<file path="src/rtl/mem_port_arbiter.sv">
// Single-port SRAM arbiter between instruction fetch and the load/store port.
// Optional MEM_ARB_RR_EN: strict alternation under contention instead of data priority with starvation guard.
module mem_port_arbiter #(
    parameter int ADDR_W       = 12,
    parameter int STARVE_LIMIT = 4
) (
    input  logic        mem_clk,
    input  logic        reset,
    input  logic        if_req,
    input  logic [29:0] if_addr,
    output logic        if_ack,
    output logic        if_rvalid,
    output logic [31:0] if_rdata,
    input  logic        d_req,
    input  logic        d_we,
    input  logic [29:0] d_addr,
    input  logic [31:0] d_wdata,
    output logic        d_ack,
    output logic        d_rvalid,
    output logic [31:0] d_rdata,
    output logic        mem_select,
    output logic [29:0] mem_pc,
    output logic [29:0] mem_addr,
    output logic [31:0] mem_wdata,
    output logic        mem_wren,
    input  logic [31:0] mem_q
);

    if (ADDR_W < 1 || ADDR_W > 30) begin : g_bad_addr_w
        $error("mem_port_arbiter: ADDR_W must be in 1..30");
    end
    if (STARVE_LIMIT < 1 || STARVE_LIMIT > 15) begin : g_bad_starve
        $error("mem_port_arbiter: STARVE_LIMIT must be in 1..15");
    end

    typedef enum logic [1:0] {
        OWN_NONE = 2'd0,
        OWN_IF   = 2'd1,
        OWN_D    = 2'd2
    } rd_own_t;

    rd_own_t rd_own;
    logic    last_grant_if;   // 1 = last ack went to fetch
    logic    grant_if;
    logic    grant_d;

`ifndef MEM_ARB_RR_EN
    localparam logic [3:0] STARVE_MAX = 4'(STARVE_LIMIT - 1);
    logic [3:0] starve_cnt;
`endif

    // Contention tie-break is the only place the two build flavours differ.
    always_comb begin
        grant_if = 1'b0;
        grant_d  = 1'b0;
        if (!reset) begin
            if (if_req && d_req) begin
`ifdef MEM_ARB_RR_EN
                if (!last_grant_if) grant_if = 1'b1;
                else                grant_d  = 1'b1;
`else
                if (starve_cnt == STARVE_MAX) grant_if = 1'b1;
                else                          grant_d  = 1'b1;
`endif
            end else if (if_req) begin
                grant_if = 1'b1;
            end else if (d_req) begin
                grant_d = 1'b1;
            end
        end
    end

    always_ff @(posedge mem_clk) begin
        if (reset) begin
            rd_own        <= OWN_NONE;
            last_grant_if <= 1'b1;
`ifndef MEM_ARB_RR_EN
            starve_cnt    <= 4'd0;
`endif
        end else begin
            if (grant_if)               rd_own <= OWN_IF;
            else if (grant_d && !d_we)  rd_own <= OWN_D;
            else                        rd_own <= OWN_NONE;

            last_grant_if <= grant_if ? 1'b1 : (grant_d ? 1'b0 : last_grant_if);
`ifndef MEM_ARB_RR_EN
            if (!if_req || grant_if)        starve_cnt <= 4'd0;
            else if (starve_cnt != STARVE_MAX) starve_cnt <= starve_cnt + 4'd1;
`endif
        end
    end

    assign if_ack     = grant_if;
    assign d_ack      = grant_d;
    assign mem_select = !grant_d;
    assign mem_wren   = grant_d && d_we;
    assign mem_pc     = if_addr;
    assign mem_addr   = d_addr;
    assign mem_wdata  = d_wdata;

    // Gating with reset drops a read that was in flight when reset rose.
    assign if_rvalid = !reset && (rd_own == OWN_IF);
    assign d_rvalid  = !reset && (rd_own == OWN_D);
    assign if_rdata  = if_rvalid ? mem_q : 32'd0;
    assign d_rdata   = d_rvalid  ? mem_q : 32'd0;

endmodule

</file>
<file path="config.mk">
export PLATFORM = sky130hd
export DESIGN_NAME = mem_port_arbiter
export DESIGN_NICKNAME = d
export VERILOG_FILES = /design/src/rtl/mem_port_arbiter.sv
export SDC_FILE = /design/constraint.sdc
export NUM_CORES = 1
export LEC_CHECK = 0
export CORE_AREA = 2 2 111 113
export DETAILED_ROUTE_END_ITERATION = 10
export DIE_AREA = 0 0 113 115
export PLACE_DENSITY = 0.54
export RECOVER_POWER = 50
export SLEW_MARGIN = 20
export SYNTH_ARGS = -nofsm -noshare
export SYNTH_HDL_FRONTEND = slang
export SYNTH_SLANG_ARGS = --single-unit
</file>
<file path="constraint.sdc">
create_clock -name mem_clk -period 1.5 [get_ports mem_clk]
set_input_delay 0.3 -clock mem_clk [delete_from_list [all_inputs] [get_ports mem_clk]]
set_output_delay 0.3 -clock mem_clk [all_outputs]
set_load 0.03 [all_outputs]
</file>
==> flow_summary.yaml, run 1 <==
layout:
  multi_input_area_um2: 732
  diodes: 0
  nets: 360
  drive_above_1_share_pct: 78.1
  area_growth_pct: 88.1
  fill_cells: 1289
  seqCellArea_um2: 125
  final_area_um2: 2610
  utilization_pct: 22.1
global_routing:
  antenna_found_initial: 1
  grt_pass1_vias: 1358
  grt-ovfl-total: 0
  track_usage_pct: 8.54
  grt_max_degree: 11
  grt_pass1_wl_um: 8180
sta:
  worst_slack_ps: -381
  finalCritPeriodShare_pct: 125
  finalClockSkew_ps: 0.908
  slew_violations: 0
  final.min_clock_period_ps: 1880
  fin_hold_ws_ps: 359
  hold_viol: 0
  max_slew_margin_pct: 82.4
  finalSetupViolCount: 69
  clock.fmax_mhz: 532
  tightest_slew_ps: 263
  rsz0062_at_grt: "yes"
clock_network:
  clk_latency_ps: 230
  htreeDepth: 1
  cts_max_path_buffers: 2
  cts_root_buf: "clkbuf_16"
  clock-sinks: 6
  ctsHoldBuffers: 0
  path_clk_slew_ps: 30
  cts_tree: "yes"
  numCtsBuffers: 3
power_and_ir_drop:
  p_comb_share_pct: 39.6
  power_switching_mw: 0.260
  peakVddDrop_mv: 0.499
  intPower_mw: 0.730
  swShare_pct: 26.2
  p_seq_share_pct: 17.0
  clkPwrFrac_pct: 43.4
  power_density_nw_per_um2: 379
  p_leak_nw: 1.17
worst_setup_path:
  endpoint_kind: "output port"
  critPathKind: "flip-flop to output port"
  cp_max_fo: 3
  crit_required_ps: 1200
  critPathArrivalTime_ps: 1580
  cp-start-kind: "flip-flop"
min_path:
  hp-class: "input pin to flip-flop"
floorplanning:
  die_y_um: 115
  num_rows: 40
  fp.dieW_um: 113
  io_pins: 291
  floorplan.initialDensity_pct: 11.8
  die_area_um2: 13000
  core_area_um2: 11800
outcome:
  outcome: "finished with violations"
  violations: "design-rule violations, negative setup slack"
route:
  drcViolationCount: 19
  wl_per_cell_um: 16.1
  viasPerCell: 3.42
  vias: 1284
  drt_iter0_drc: 41
  wl_um: 6040
  final_antenna_net_count: 0
  first_pass_iters: 9
synthesis:
  ys_seq_elements: 6
  syn-num-nets: 319
  yosysSeqAreaShare_pct: 8.65
  syn_avg_cell_area_um2: 7.35
  yosysWarnings: 0
  syn_area_um2: 1390
  synthCells: 189
  yosysUniqueCellTypes: 18
place:
  post-place-ws_ps: -511
  gp_congestion: 0.681
  placedInstanceArea_um2: 1950
  io_buffers: 106
  dp_hpwl_um: 4450
flow_run:
  cap_violations: 0
[cell usage after synthesis]
| master | number | area [um^2] |
|---|---|---|
| dfxtp_1 | 6 | 120 |
| nand3_1 | 2 | 10.0 |
| ha_1 | 1 | 12.5 |
| buf_2 | 2 | 10.0 |
| a211oi_1 | 2 | 15.0 |
| nor2_1 | 5 | 18.8 |
| xnor2_1 | 1 | 8.76 |
| inv_1 | 2 | 7.51 |
| or3b_4 | 1 | 11.3 |
| buf_4 | 92 | 691 |
| nor3b_2 | 2 | 25.0 |
| inv_2 | 1 | 3.75 |
| nor2b_1 | 1 | 6.26 |
| and2_1 | 64 | 400 |
| xor2_1 | 1 | 8.76 |
| and2_4 | 1 | 8.76 |
| o21ai_4 | 1 | 16.3 |
| clkbuf_1 | 4 | 15.0 |
[sequential cells by signal, summed over array words and instances, names as in the netlist]
signal	cells
starve_cnt	4
rd_own	2
[per-stage QoR]
step           setup TNS [ps]  cells  power (mW)
3_3_place_gp           -30890    359       0.478
4_1_cts                -12350    376       0.990
3_5_place_dp           -31970    359       0.480
2_1_floorplan            -559    189       0.742
5_1_grt                -14830    375        1.03
6_report               -10640    375       0.990
[kinds of logic after synthesis]
family / share of synthesized area, %
AOI/OAI and AO/OA: 2.25
xor gates and xnor gates: 1.26
adders and majority gates: 0.901
buffers and inverters: 52.3
DFF: 8.65
and+or+nand+nor: 34.6
[layer usage]
| metal | GRT usage [%] | part of all wire, % | vias up | wire length (um) |
|---|---|---|---|---|
| met5 | 0 | 0.22 | - | 13 |
| met4 | 5.28 | 4.9 | 2 | 294 |
| met3 | 3.37 | 12 | 36 | 724 |
| met2 | 16.3 | 53 | 120 | 3190 |
| met1 | 7.50 | 30 | 566 | 1820 |
| li1 | - | - | 560 | - |
[critical path, cell delays in order, from the launching register on]
cell,delay [ps]
dfxtp_2,340
ha_4,130
or3b_4,400
o21ai_4,180
inv_4,40
and2_4,130
buf_6,130
[path summary, 6_finish.rpt]
check,from,end,slack [ps],cells after the start
worst max-delay path,starve_cnt[0],mem_wren,-380,6
worst min-delay path,reset,rd_own[0],360,2
worst max register to register,starve_cnt[0],rd_own[1],140,5
worst min register to register,starve_cnt[0],starve_cnt[0],530,2
[final cells by class]
class	count	area share, %
repair buffers	134	56.8
multi-input cells	82	28.0
well taps	147	7.04
flip-flops and latches	6	4.79
clock buffers	3	2.87
inverters	3	0.527
[power by group through the flow]
| stage | Combinational [mW] | Sequential (mW) | Clock [mW] |
|---|---|---|---|
| after floorplan | 0.573 | 0.169 | 0 |
| after global placement | 0.308 | 0.170 | 0 |
| after detailed placement | 0.309 | 0.170 | 0 |
| after CTS | 0.383 | 0.168 | 0.439 |
| after global routing | 0.412 | 0.168 | 0.449 |
| final | 0.392 | 0.168 | 0.430 |
[timing repair]
action | 4_1_cts | 5_1_grt
resized for setup | 139 | 24
hold endpoints to repair | 0 | 0
setup endpoints to repair | 70 | 70
pin swaps | 40 | 4
setup buffers | 8 | 1
cloned | 6 | 1
[placed cells by master, fill, tap and decap left out]
| cell | instances |
|---|---|
| a211oi_1 | 1 |
| dfxtp_1 | 2 |
| inv_1 | 2 |
| buf_2 | 1 |
| buf_12 | 5 |
| buf_6 | 77 |
| inv_4 | 1 |
| dfxtp_2 | 4 |
| buf_4 | 12 |
| a211oi_2 | 1 |
| and2_4 | 65 |
| xor2_1 | 1 |
| clkbuf_16 | 4 |
| xnor2_1 | 1 |
| nor3b_4 | 2 |
| nand3_1 | 2 |
| buf_8 | 3 |
| nor2_1 | 5 |
| ha_4 | 1 |
| nor2b_1 | 1 |
| clkdlybuf4s50_1 | 35 |
| o21ai_4 | 1 |
| or3b_4 | 1 |
(Power assumes the default switching activity.)
==> run 2, diff against run 1 <==
- GPL_TIMING_DRIVEN: default -> 1
- TNS_END_PERCENT: default -> 5
==> flow_summary.yaml, run 2 (synthesis gave the netlist of run 1 again) <==
sta:
  final.min_clock_period_ps: 1870
  worst_slack_ps: -370
  slew_violations: 0
  clock.fmax_mhz: 535
  hold_viol: 0
  max_slew_margin_pct: 77.6
  finalClockSkew_ps: 0.829
  finalCritPeriodShare_pct: 125
  tightest_slew_ps: 336
  finalSetupViolCount: 70
  fin_tns_setup_ps: -12640
  fin_hold_ws_ps: 363
  rsz0062_at_grt: "yes"
worst_setup_path:
  path_cells: "ha_4, or3b_4, o21ai_4, inv_4, and2_4, buf_6"
  max_stage_delay_ps: 400
  cp-start-kind: "flip-flop"
  critPathKind: "flip-flop to output port"
  endpoint_kind: "output port"
  critical_path.slowest_cell: "or3b_4"
  crit_required_ps: 1200
  cp_max_fo: 3
  critPathArrivalTime_ps: 1570
layout:
  layout_common_cells: "buf_4, and2_1, clkdlybuf4s50_1"
  final_cells: 365
  regMostFlops: "starve_cnt"
  largestRegisters: "starve_cnt (4), rd_own (2)"
  diodes: 0
  drive_above_1_share_pct: 51.8
  utilization_pct: 18.1
  area_growth_pct: 53.5
  largest_reg_flops: 4
  final_common_cell: "buf_4"
  nets: 350
  final_area_um2: 2130
place:
  post-place-ws_ps: -511
  gp_congestion: 0.681
  dp.cells: 359
  dp_hpwl_um: 4450
  io_buffers: 106
  placedInstanceArea_um2: 1950
flow_run:
  cap_violations: 0
route:
  final_antenna_net_count: 0
  viasPerCell: 3.29
  wl_per_cell_um: 14.5
  wl_um: 5300
  wl_met1_um: 1630
  wl_met2_um: 2690
  vias: 1200
  wl_met3_um: 755
  first_pass_iters: 8
  highest_layer: "met5"
  drcViolationCount: 19
  drt_iter0_drc: 39
clock_network:
  cts_max_path_buffers: 2
  htreeDepth: 1
  clk_latency_ps: 230
  numCtsBuffers: 3
  cts_tree: "yes"
  cts_root_buf: "clkbuf_16"
  ctsHoldBuffers: 0
  path_clk_slew_ps: 30
  clock-sinks: 6
floorplanning:
  num_rows: 40
  io_pins: 291
  die_area_um2: 13000
  fp.dieW_um: 113
  floorplan.initialDensity_pct: 11.8
  core_area_um2: 11800
  die_y_um: 115
global_routing:
  track_usage_pct: 7.49
  grt-ovfl-total: 0
  grt_max_degree: 14
  grt_pass1_wl_um: 7230
  antenna_found_initial: 1
  grt_pass1_vias: 1205
power_and_ir_drop:
  p_leak_nw: 0.988
  peakVddDrop_mv: 0.497
  finalPower_mw: 0.919
  power_density_nw_per_um2: 431
min_path:
  hp-class: "input pin to flip-flop"
outcome:
  outcome: "finished with violations"
  violations: "design-rule violations, negative setup slack"
## run 2: worst max-delay path: cells and delay by family (launching register included)
kind                     cells  cell delay [ps]
flip-flops                   1              340
buffers and inverters        2              170
AO/OA/AOI/OAI                1              170
AND/OR/NAND/NOR              2              530
adder cells (fa/ha/maj)      1              130
## run 2: timing repair
item | 4_1_cts | 5_1_grt
buffers inserted | 1 | 0
gates cloned | 2 | 0
resized for setup | 30 | 4
pin swaps | 4 | 4
setup endpoints to repair | 70 | 70
## run 2: layout make-up
class	instances	area (um^2)
fillers	1333	9680
repair buffers	124	1140
multi-input cells	82	594
well taps	147	184
flip-flops and latches	6	125
clock buffers	3	75.1
inverters	3	13.8
## run 2: metal layers
metal | vias to the layer above | global-route usage (%)
met2 | 120 | 13.1
li1 | 541 | -
met3 | 34 | 3.48
met1 | 503 | 7.00
met5 | - | 0
met4 | 2 | 5.28
## run 2: worst paths after layout
| kind | to | slack (ps) | from | cells past startpoint |
|---|---|---|---|---|
| worst min-delay path | rd_own[0] | 360 | reset | 2 |
| worst max register to register | starve_cnt[3] | 150 | starve_cnt[0] | 5 |
| worst max-delay path | mem_wren | -370 | starve_cnt[0] | 6 |
| worst min register to register | starve_cnt[0] | 520 | starve_cnt[0] | 2 |
## run 2: where the power goes
part	leakage, nW	internal [mW]	total [mW]	switching, mW
Sequential	0.0505	0.165	0.168	0.00298
Clock	0.0370	0.342	0.430	0.0878
Combinational	0.900	0.175	0.322	0.147
Total	0.988	0.682	0.919	0.238
==> run 3, diff against run 2 <==
- CELL_PAD_IN_SITES_DETAIL_PLACEMENT: default -> 1
- CELL_PAD_IN_SITES_GLOBAL_PLACEMENT: default -> 1
- CORE_AREA: 2 2 111 113 -> default
- CORE_MARGIN: default -> 2
- CORE_UTILIZATION: default -> 10
- CTS_CLUSTER_DIAMETER: default -> 100
- DIE_AREA: 0 0 113 115 -> default
- PLACE_DENSITY: 0.54 -> 0.81
==> flow_summary.yaml, run 3 (synthesis gave the netlist of run 1 again) <==
outcome:
  outcome: "finished with violations"
  violations: "negative setup slack"
route:
  drcViolationCount: 0
  first_pass_iters: 2
  drt_iter0_drc: 20
  wl_um: 5030
  vias: 1191
  final_antenna_net_count: 0
  wl_per_cell_um: 12.7
  viasPerCell: 3.01
floorplanning:
  core_area_um2: 13700
  num_rows: 43
  io_pins: 291
  fp.dieW_um: 122
  die_area_um2: 14800
  die_y_um: 122
  floorplan.initialDensity_pct: 10.1
clock_network:
  clk_latency_ps: 230
  ctsHoldBuffers: 0
  cts_root_buf: "clkbuf_16"
  cts_max_path_buffers: 2
  clock-sinks: 6
  htreeDepth: 1
  numCtsBuffers: 3
  path_clk_slew_ps: 30
  cts_tree: "yes"
place:
  gp_congestion: 0.651
  dp_hpwl_um: 3960
  io_buffers: 106
global_routing:
  antenna_found_initial: 0
  grt_max_degree: 21
  track_usage_pct: 6.38
  grt_pass1_wl_um: 7350
  grt_pass1_vias: 1326
  grt-ovfl-total: 0
layout:
  final_common_cell: "buf_6"
  area_growth_pct: 72.9
  multi_input_area_um2: 649
  largest_reg_flops: 4
  drive_above_1_share_pct: 61.6
  largestRegisters: "starve_cnt (4), rd_own (2)"
  regMostFlops: "starve_cnt"
  layout_common_cells: "buf_6, clkdlybuf4s50_1, and2_1"
  seqCellArea_um2: 125
  fill_cells: 1598
  nets: 348
  diodes: 0
min_path:
  hp-class: "flip-flop to flip-flop"
sta:
  fin_hold_ws_ps: 527
  max_slew_margin_pct: 82.2
  hold_viol: 0
  worst_slack_ps: -394
  rsz0062_at_grt: "yes"
  finalClockSkew_ps: 1.26
  finalSetupViolCount: 69
  slew_violations: 0
  finalCritPeriodShare_pct: 126
  final.min_clock_period_ps: 1890
  tightest_slew_ps: 267
  clock.fmax_mhz: 528
worst_setup_path:
  reg2reg_slack_ps: 110
  max_stage_delay_ps: 400
  critPathKind: "flip-flop to output port"
  path_cells: "ha_4, or3b_4, o21ai_4, inv_4, and2_4, buf_6"
  cp_max_fo: 3
  critPathArrivalTime_ps: 1590
  crit_family: "simple AND/OR/NAND/NOR gates"
  cp-start-kind: "flip-flop"
  endpoint_kind: "output port"
  critical_path.slowest_cell: "or3b_4"
  cp_num_buf_inv: 2
  crit_required_ps: 1200
power_and_ir_drop:
  finalPower_mw: 0.955
  peakVddDrop_mv: 0.678
  power_density_nw_per_um2: 398
  p_leak_nw: 1.04
flow_run:
  cap_violations: 0
## run 3: changes by cell type in the layout (fill, tap and decap cells not counted)
| cell | delta |
|---|---|
| buf_12 | -1 |
| buf_4 | -51 |
| and2_1 | -22 |
| and2_4 | +22 |
| buf_2 | -2 |
| buf_6 | +51 |
| clkdlybuf4s15_2 | +1 |
## run 3: what timing repair did
action                                  in CTS  in global routing
pin swaps                                   11                 18
gates cloned                                 1                  0
resized for setup                           83                 22
setup buffers                                3                  0
endpoints found under the setup margin      70                 70
## run 3: final cells by class
cell class | instances | area share [%]
Clock buffer | 3 | 3.13
Tap cell | 180 | 9.38
Inverter | 3 | 0.573
Multi-Input combinational cell | 82 | 27.0
Timing Repair Buffer | 122 | 54.7
Sequential cell | 6 | 5.21
## run 3: final timing paths
check | endpoint | cells past startpoint | from
setup / recovery | mem_wren | 6 | starve_cnt[0]
hold / removal | starve_cnt[0] | 2 | starve_cnt[0]
setup reg to reg | rd_own[0] | 4 | starve_cnt[0]
hold reg to reg | starve_cnt[0] | 2 | starve_cnt[0]
## run 3: power by group
group | internal, mW | switching, mW | total, mW | leakage [nW]
Clock | 0.343 | 0.0971 | 0.440 | 0.0370
Sequential | 0.165 | 0.00374 | 0.169 | 0.0505
Combinational | 0.194 | 0.153 | 0.346 | 0.957
## run 3: per-layer routing
layer | GRT usage [%] | wire [um]
met5 | 0 | 0
met4 | 5.10 | 320
met3 | 3.00 | 603
met1 | 6.06 | 1520
met2 | 10.6 | 2590
## run 3: worst register-to-register path, delay by kind of cell (launching register included)
kind | cells | cell delay (ps)
simple gates | 1 | 400
flops | 1 | 340
fa+ha+maj | 1 | 140
buf+inv | 1 | 160
compound gates | 1 | 250
## run 3: stage by stage
stage	area [um^2]	cells	setup TNS (ps)	setup WS, ps	util (%)
2_1_floorplan	1410	189	-559	-280	-
3_3_place_gp	1960	389	-26080	-421	14.3
3_5_place_dp	1960	389	-29000	-487	14.3
4_1_cts	2350	396	-9770	-412	17.1
5_1_grt	2400	396	-12880	-452	17.5
6_report	2400	396	-8520	-394	17.5
